**config.mk**
```make
export PLATFORM = sky130hd
export DESIGN_NAME = cla16_pipe_adder
export DESIGN_NICKNAME = d
export VERILOG_FILES = /design/src/rtl/cla_pkg.sv /design/src/rtl/cla16_pipe_adder_group4.sv /design/src/rtl/cla16_pipe_adder.sv
export SDC_FILE = /design/constraint.sdc
export NUM_CORES = 1
export LEC_CHECK = 0
export ABC_AREA = 1
export ABC_CLOCK_PERIOD_IN_PS = 2200
export CORE_ASPECT_RATIO = 1.1
export CORE_MARGIN = 2
export CORE_UTILIZATION = 40
export CTS_CLUSTER_DIAMETER = 60
export DETAILED_ROUTE_END_ITERATION = 12
export PLACE_DENSITY = 0.71
export SLEW_MARGIN = 20
export SYNTH_ARGS = -nofsm -noshare
export SYNTH_HDL_FRONTEND = slang
export SYNTH_SLANG_ARGS = --single-unit
```
**constraint.sdc**
```tcl
create_clock -name clk -period 2.2 [get_ports clk]
set_clock_uncertainty 0.1 [all_clocks]
set_input_delay 0.22 -clock clk [delete_from_list [all_inputs] [get_ports clk]]
set_output_delay 0.22 -clock clk [all_outputs]
set_load 0.05 [all_outputs]
```
**src/rtl/cla_pkg.sv**
```systemverilog
// Shared constants, group propagate/generate type and the two-level group-carry
// lookahead used by the pipelined 16-bit carry-lookahead adder.
package cla_pkg;

    localparam int CLA_WIDTH   = 16;
    localparam int CLA_GROUP   = 4;
    localparam int CLA_NGROUPS = CLA_WIDTH / CLA_GROUP;

    typedef struct packed {
        logic [3:0] P;
        logic [3:0] G;
    } grp_pg_t;

    // Returns {c16, c12, c8, c4}; each term is fully expanded so no group waits on another.
    function automatic logic [3:0] group_carries(grp_pg_t pg, logic ci);
        logic [3:0] c;
        c[0] = pg.G[0]
             | (pg.P[0] & ci);
        c[1] = pg.G[1]
             | (pg.P[1] & pg.G[0])
             | (pg.P[1] & pg.P[0] & ci);
        c[2] = pg.G[2]
             | (pg.P[2] & pg.G[1])
             | (pg.P[2] & pg.P[1] & pg.G[0])
             | (pg.P[2] & pg.P[1] & pg.P[0] & ci);
        c[3] = pg.G[3]
             | (pg.P[3] & pg.G[2])
             | (pg.P[3] & pg.P[2] & pg.G[1])
             | (pg.P[3] & pg.P[2] & pg.P[1] & pg.G[0])
             | (pg.P[3] & pg.P[2] & pg.P[1] & pg.P[0] & ci);
        return c;
    endfunction

endpackage

```
**src/rtl/cla16_pipe_adder_group4.sv**
```systemverilog
// cla_group4: combinational 4-bit lookahead cell producing group P/G and the
// three internal carries from a group carry-in.
module cla_group4
    import cla_pkg::*;
(
    input  logic [3:0] p,
    input  logic [3:0] g,
    input  logic       ci,
    output logic       gp,
    output logic       gg,
    output logic [3:1] c
);

    always_comb begin
        gp   = &p;
        gg   = g[3]
             | (p[3] & g[2])
             | (p[3] & p[2] & g[1])
             | (p[3] & p[2] & p[1] & g[0]);
        c[1] = g[0] | (p[0] & ci);
        c[2] = g[1] | (p[1] & g[0]) | (p[1] & p[0] & ci);
        c[3] = g[2] | (p[2] & g[1]) | (p[2] & p[1] & g[0]) | (p[2] & p[1] & p[0] & ci);
    end

endmodule

```
**src/rtl/cla16_pipe_adder.sv**
```systemverilog
// Two-stage pipelined 16-bit carry-lookahead adder with valid/ready on both sides.
// Define CLA16_OVERFLOW_EN to add the registered signed-overflow output ovf.
module cla16_pipe_adder
    import cla_pkg::*;
#(
    parameter int WIDTH = CLA_WIDTH,
    parameter int GROUP = CLA_GROUP
) (
    input  logic             clk,
    input  logic             rst_n,
    input  logic             in_valid,
    output logic             in_ready,
    input  logic [WIDTH-1:0] a,
    input  logic [WIDTH-1:0] b,
    input  logic             cin,
    output logic             out_valid,
    input  logic             out_ready,
    output logic [WIDTH-1:0] sum,
    output logic             cout
`ifdef CLA16_OVERFLOW_EN
    ,output logic            ovf
`endif
);

    if (WIDTH != CLA_WIDTH || GROUP != CLA_GROUP) begin : g_bad_param
        $error("cla16_pipe_adder supports only WIDTH=16, GROUP=4");
    end

    logic             out_adv;
    logic             s1_adv;

    logic             s1_valid_q, s1_valid_d;
    logic             cin_q,      cin_d;
    logic [WIDTH-1:0] p_q,        p_d;
    logic [WIDTH-1:0] g_q,        g_d;
    grp_pg_t          grp_q,      grp_d;

    logic             out_valid_q, out_valid_d;
    logic [WIDTH-1:0] sum_q,       sum_d;
    logic             cout_q,      cout_d;
`ifdef CLA16_OVERFLOW_EN
    logic             ovf_q,       ovf_d;
`endif

    logic [WIDTH-1:0] bit_p, bit_g;
    logic [3:0]       grp_p_s1, grp_g_s1;
    logic [3:0][3:1]  unused_s1_c;

    logic [3:0]       grp_c;
    logic [3:0]       grp_cin;
    logic [3:0][3:1]  intra_c;
    logic [3:0]       unused_s2_p, unused_s2_g;
    logic [WIDTH-1:0] carry;

    assign bit_p = a ^ b;
    assign bit_g = a & b;

    for (genvar k = 0; k < CLA_NGROUPS; k++) begin : g_s1
        cla_group4 u_pg (
            .p  (bit_p[k*CLA_GROUP +: CLA_GROUP]),
            .g  (bit_g[k*CLA_GROUP +: CLA_GROUP]),
            .ci (1'b0),
            .gp (grp_p_s1[k]),
            .gg (grp_g_s1[k]),
            .c  (unused_s1_c[k])
        );
    end

    // Group carries depend only on registered group P/G, never on each other.
    assign grp_c   = group_carries(grp_q, cin_q);
    assign grp_cin = {grp_c[2:0], cin_q};

    for (genvar k = 0; k < CLA_NGROUPS; k++) begin : g_s2
        cla_group4 u_carry (
            .p  (p_q[k*CLA_GROUP +: CLA_GROUP]),
            .g  (g_q[k*CLA_GROUP +: CLA_GROUP]),
            .ci (grp_cin[k]),
            .gp (unused_s2_p[k]),
            .gg (unused_s2_g[k]),
            .c  (intra_c[k])
        );
    end

    always_comb begin
        carry = '0;
        for (int k = 0; k < CLA_NGROUPS; k++) begin
            carry[k*CLA_GROUP]                   = grp_cin[k];
            carry[k*CLA_GROUP+1 +: CLA_GROUP-1]  = intra_c[k];
        end
    end

    assign out_adv  = !out_valid_q || out_ready;
    assign s1_adv   = !s1_valid_q || out_adv;
    assign in_ready = s1_adv;

    always_comb begin
        s1_valid_d = s1_valid_q;
        cin_d      = cin_q;
        p_d        = p_q;
        g_d        = g_q;
        grp_d      = grp_q;
        if (s1_adv) begin
            s1_valid_d = in_valid;
            if (in_valid) begin
                cin_d   = cin;
                p_d     = bit_p;
                g_d     = bit_g;
                grp_d.P = grp_p_s1;
                grp_d.G = grp_g_s1;
            end
        end
    end

    always_comb begin
        out_valid_d = out_valid_q;
        sum_d       = sum_q;
        cout_d      = cout_q;
`ifdef CLA16_OVERFLOW_EN
        ovf_d       = ovf_q;
`endif
        if (out_adv) begin
            out_valid_d = s1_valid_q;
            if (s1_valid_q) begin
                sum_d  = p_q ^ carry;
                cout_d = grp_c[3];
`ifdef CLA16_OVERFLOW_EN
                ovf_d  = grp_c[3] ^ carry[WIDTH-1];
`endif
            end
        end
    end

    always_ff @(posedge clk) begin
        if (!rst_n) begin
            s1_valid_q  <= 1'b0;
            cin_q       <= 1'b0;
            p_q         <= '0;
            g_q         <= '0;
            grp_q       <= '0;
            out_valid_q <= 1'b0;
            sum_q       <= '0;
            cout_q      <= 1'b0;
`ifdef CLA16_OVERFLOW_EN
            ovf_q       <= 1'b0;
`endif
        end else begin
            s1_valid_q  <= s1_valid_d;
            cin_q       <= cin_d;
            p_q         <= p_d;
            g_q         <= g_d;
            grp_q       <= grp_d;
            out_valid_q <= out_valid_d;
            sum_q       <= sum_d;
            cout_q      <= cout_d;
`ifdef CLA16_OVERFLOW_EN
            ovf_q       <= ovf_d;
`endif
        end
    end

    assign out_valid = out_valid_q;
    assign sum       = sum_q;
    assign cout      = cout_q;
`ifdef CLA16_OVERFLOW_EN
    assign ovf       = ovf_q;
`endif

endmodule
```
==> results.ini <==
[setup_path]
slowest_delay_ns=0.83
rr_endpoint=sum[13]$_SDFFE_PN0P_
end_kind=output port
worst-endpoint-required_ns=1.88
nature_of_the_critical_path_startpoint=flop
worstReg2RegStart=cin_q$_SDFFE_PN0P_
cp_cell_sequence=clkdlybuf4s50_1
buffers_plus_inverters_on_the_worst_setup_path=1
worst-r2r-setup-slack_ns=0.67
critical_path_peak_fanout=4
timing.critical_path.max_delay_family=buffers and inverters
worstPathArrival_ns=1.55
worst_path_max_delay_cell=sky130_fd_sc_hd__clkdlybuf4s50_1
critical_path_class=reg2out
reg2reg_depth=8

[die]
die-area_um2=7500
floorplan.io_pins=56
floorplan.die.height_um=90.6
die_width_um=82.7
design.core.area_um2=6590
num_rows=31
initial_core_utilization_pct=41.4

[hold_path]
min-delay-start=g_q[14]$_SDFFE_PN0P_
hold_path_class=reg2reg
timing.hold.worst_path_depth=2
hold_path_endpoint=g_q[14]$_SDFFE_PN0P_

[sta]
finalSetupViolCount=0
timing.slew.headroom_pct=65.9
max_freq_mhz=534
setup-tns-final_ns=0
final_hold_viol_count=0
transition_time_at_the_pin_with_the_least_slew_margin_ns=0.510
rsz0062_at_grt=false
period_share_pct=85.1
final_max_slew_viol_count=0
period_minus_slack_ns=1.87

[detailed_routing]
vias_per_cell=4.89
route.detailed.wl_per_inst_um=11.7
antenna_violating_nets_post_route=0
drtIter0Drc=145
drc_errors=0
drt_pre_antenna_iters=4
total_detailed_routing_wirelength_um=5970
via_count=2484

[synth]
synth.top_cells.by_area=sky130_fd_sc_hd__dfxtp_1 41%, sky130_fd_sc_hd__nor2_1 9.5%, sky130_fd_sc_hd__ha_1 9.2%
synth-async-reset-ratio_pct=0
synth-seq-area-share_pct=41.1
yosysWarnings=0
post-synth-top-area-cell=sky130_fd_sc_hd__dfxtp_1
yosys.cell_types.count=29
synth-seq-cells=56
synth_flop_cell=sky130_fd_sc_hd__dfxtp_1
synth-edff-count=0
syn_area_per_cell_um2=7.31
mappedNetlistArea_um2=2730
syn_inst=373
postSynthNetCount=430
netlist.area_leader.share_pct=41.1

[pwr]
vdd_drop_max_uv=333
p_leak_nw=1.57
powerDensity_nw_per_um2=688

[cts]
ctsHoldBuffers=0
tritoncts=done
cts.sink_count=56
worst_setup_hold_path_clk_slew_ns=0.09
clk_latency_worst_skew_pair_ns=0.31
cts_buffer_depth=2
resized_gates_after_cts=0
numCtsBuffers=5
clock-root-buffer=sky130_fd_sc_hd__clkbuf_8
post_cts.repair.setup_buffers=0
clock_tree.htree_level_count=2

[status]
result_of_the_run=finished, final reports clean

[global_routing]
grtUsageTotal_pct=17.0
globalRouteOverflowTotal=0
grt_first_pass_wirelength_um=10100
grt_antenna_before_repair=0
grt_max_degree=31
grt_pass1_vias=2305

[final_layout]
final_nets=482
flow.area_growth_from_synthesis_pct=26.8
antenna-diode-count=0
post-route-util_pct=52.5
ratio_of_cells_with_drive_above_1_in_the_final_layout_pct=5.63

[placed_design]
dp_hpwl_um=4370
placement.io_buffers=55
finalWeightedCongestion=0.846

[run]
cap_violations=0

-- layer usage --
layer  up-vias  GRT usage [%]  wire, um
li1       1314              -         -
met4         0           6.42       106
met5         -              0         0
met3         7           3.40       261
met1      1113           22.1      2700
met2        50           27.3      2900
-- sequential cells by signal, summed over array words and instances (netlist names) --
| name | cells |
|---|---|
| out_valid | 1 |
| grp_q | 8 |
| p_q | 16 |
| cin_q | 1 |
| s1_valid_q | 1 |
| g_q | 12 |
| sum | 16 |
| cout | 1 |
-- cells by family (layout without fill, tap and decap cells) --
kind of cell	Yosys count	in the layout	share of synthesized area [%]
adders and majority gates	20	20	9.17
and+or+nand+nor	157	157	23.9
AOI/OAI and AO/OA	83	83	16.3
xor gates and xnor gates	4	4	1.28
DFF	56	56	41.1
buffers and inverters	53	106	8.26
-- cells in the mapped netlist (3+ instances only) --
master,number
sky130_fd_sc_hd__xor2_1,4
sky130_fd_sc_hd__nand3_1,15
sky130_fd_sc_hd__ha_1,20
sky130_fd_sc_hd__o21ai_1,3
sky130_fd_sc_hd__o21bai_1,3
sky130_fd_sc_hd__o21ai_0,32
sky130_fd_sc_hd__nand2_1,58
sky130_fd_sc_hd__nor2_1,69
sky130_fd_sc_hd__inv_1,36
sky130_fd_sc_hd__nand4_1,6
sky130_fd_sc_hd__a211oi_1,3
sky130_fd_sc_hd__clkbuf_1,5
sky130_fd_sc_hd__buf_2,5
sky130_fd_sc_hd__buf_4,3
sky130_fd_sc_hd__a21oi_1,39
sky130_fd_sc_hd__dfxtp_1,56
-- layout by cell type (no fill, tap or decap), types with 2 or more instances in the layout --
| master | n |
|---|---|
| sky130_fd_sc_hd__a21oi_1 | 39 |
| sky130_fd_sc_hd__inv_1 | 36 |
| sky130_fd_sc_hd__clkdlybuf4s50_1 | 54 |
| sky130_fd_sc_hd__buf_4 | 6 |
| sky130_fd_sc_hd__inv_2 | 2 |
| sky130_fd_sc_hd__nor2_1 | 69 |
| sky130_fd_sc_hd__nand3_1 | 15 |
| sky130_fd_sc_hd__a211oi_1 | 3 |
| sky130_fd_sc_hd__o21bai_1 | 3 |
| sky130_fd_sc_hd__clkbuf_8 | 7 |
| sky130_fd_sc_hd__xor2_1 | 4 |
| sky130_fd_sc_hd__dfxtp_1 | 56 |
| sky130_fd_sc_hd__nand2_1 | 58 |
| sky130_fd_sc_hd__nor3_1 | 2 |
| sky130_fd_sc_hd__o21ai_0 | 32 |
| sky130_fd_sc_hd__o21ai_1 | 3 |
| sky130_fd_sc_hd__nand2_2 | 2 |
| sky130_fd_sc_hd__ha_1 | 20 |
| sky130_fd_sc_hd__nand4_1 | 6 |
-- stage by stage --
stage	power [W]	hold WS, ns	cells	setup WS (ns)	instance area [um^2]
after floorplan	0.00149	0.285	373	0.308	2730
after CTS	0.00240	0.357	508	0.320	3460
final	0.00238	0.356	508	0.327	3460
after global routing	0.00251	0.381	508	0.249	3460
after detailed placement	0.00168	0.343	500	0.419	3330
after global placement	0.00167	0.346	500	0.433	3330
-- power by group --
part / internal (W) / leakage (nW) / switching (W)
clock: 0.000402 / 0.0645 / 0.000326
combinational: 0.000214 / 1.04 / 0.000297
sequential: 0.00109 / 0.463 / 0.0000542
total: 0.00170 / 1.57 / 0.000677
-- final cells by class --
type | instances | area, um^2
Tap cell | 82 | 103
Sequential cell | 56 | 1120
Timing Repair Buffer | 60 | 586
Clock buffer | 7 | 96.3
Inverter | 38 | 143
Multi-Input combinational cell | 264 | 1380
Fill cell | 657 | 3130
Clock inverter | 1 | 30.0
-- worst max-delay path by stage --
stage	cells after the start	slack, ns	end	startpoint
3_5_place_dp	8	0.42	grp_q[3]$_SDFFE_PN0P_	out_ready
6_report	1	0.33	out_valid	out_valid$_SDFFE_PN0P_
2_1_floorplan	5	0.31	p_q[11]$_SDFFE_PN0P_	out_valid$_SDFFE_PN0P_
5_1_grt	1	0.25	out_valid	out_valid$_SDFFE_PN0P_
3_3_place_gp	8	0.43	grp_q[3]$_SDFFE_PN0P_	out_ready
4_1_cts	1	0.32	out_valid	out_valid$_SDFFE_PN0P_
Power figures use the tool's default switching activity.
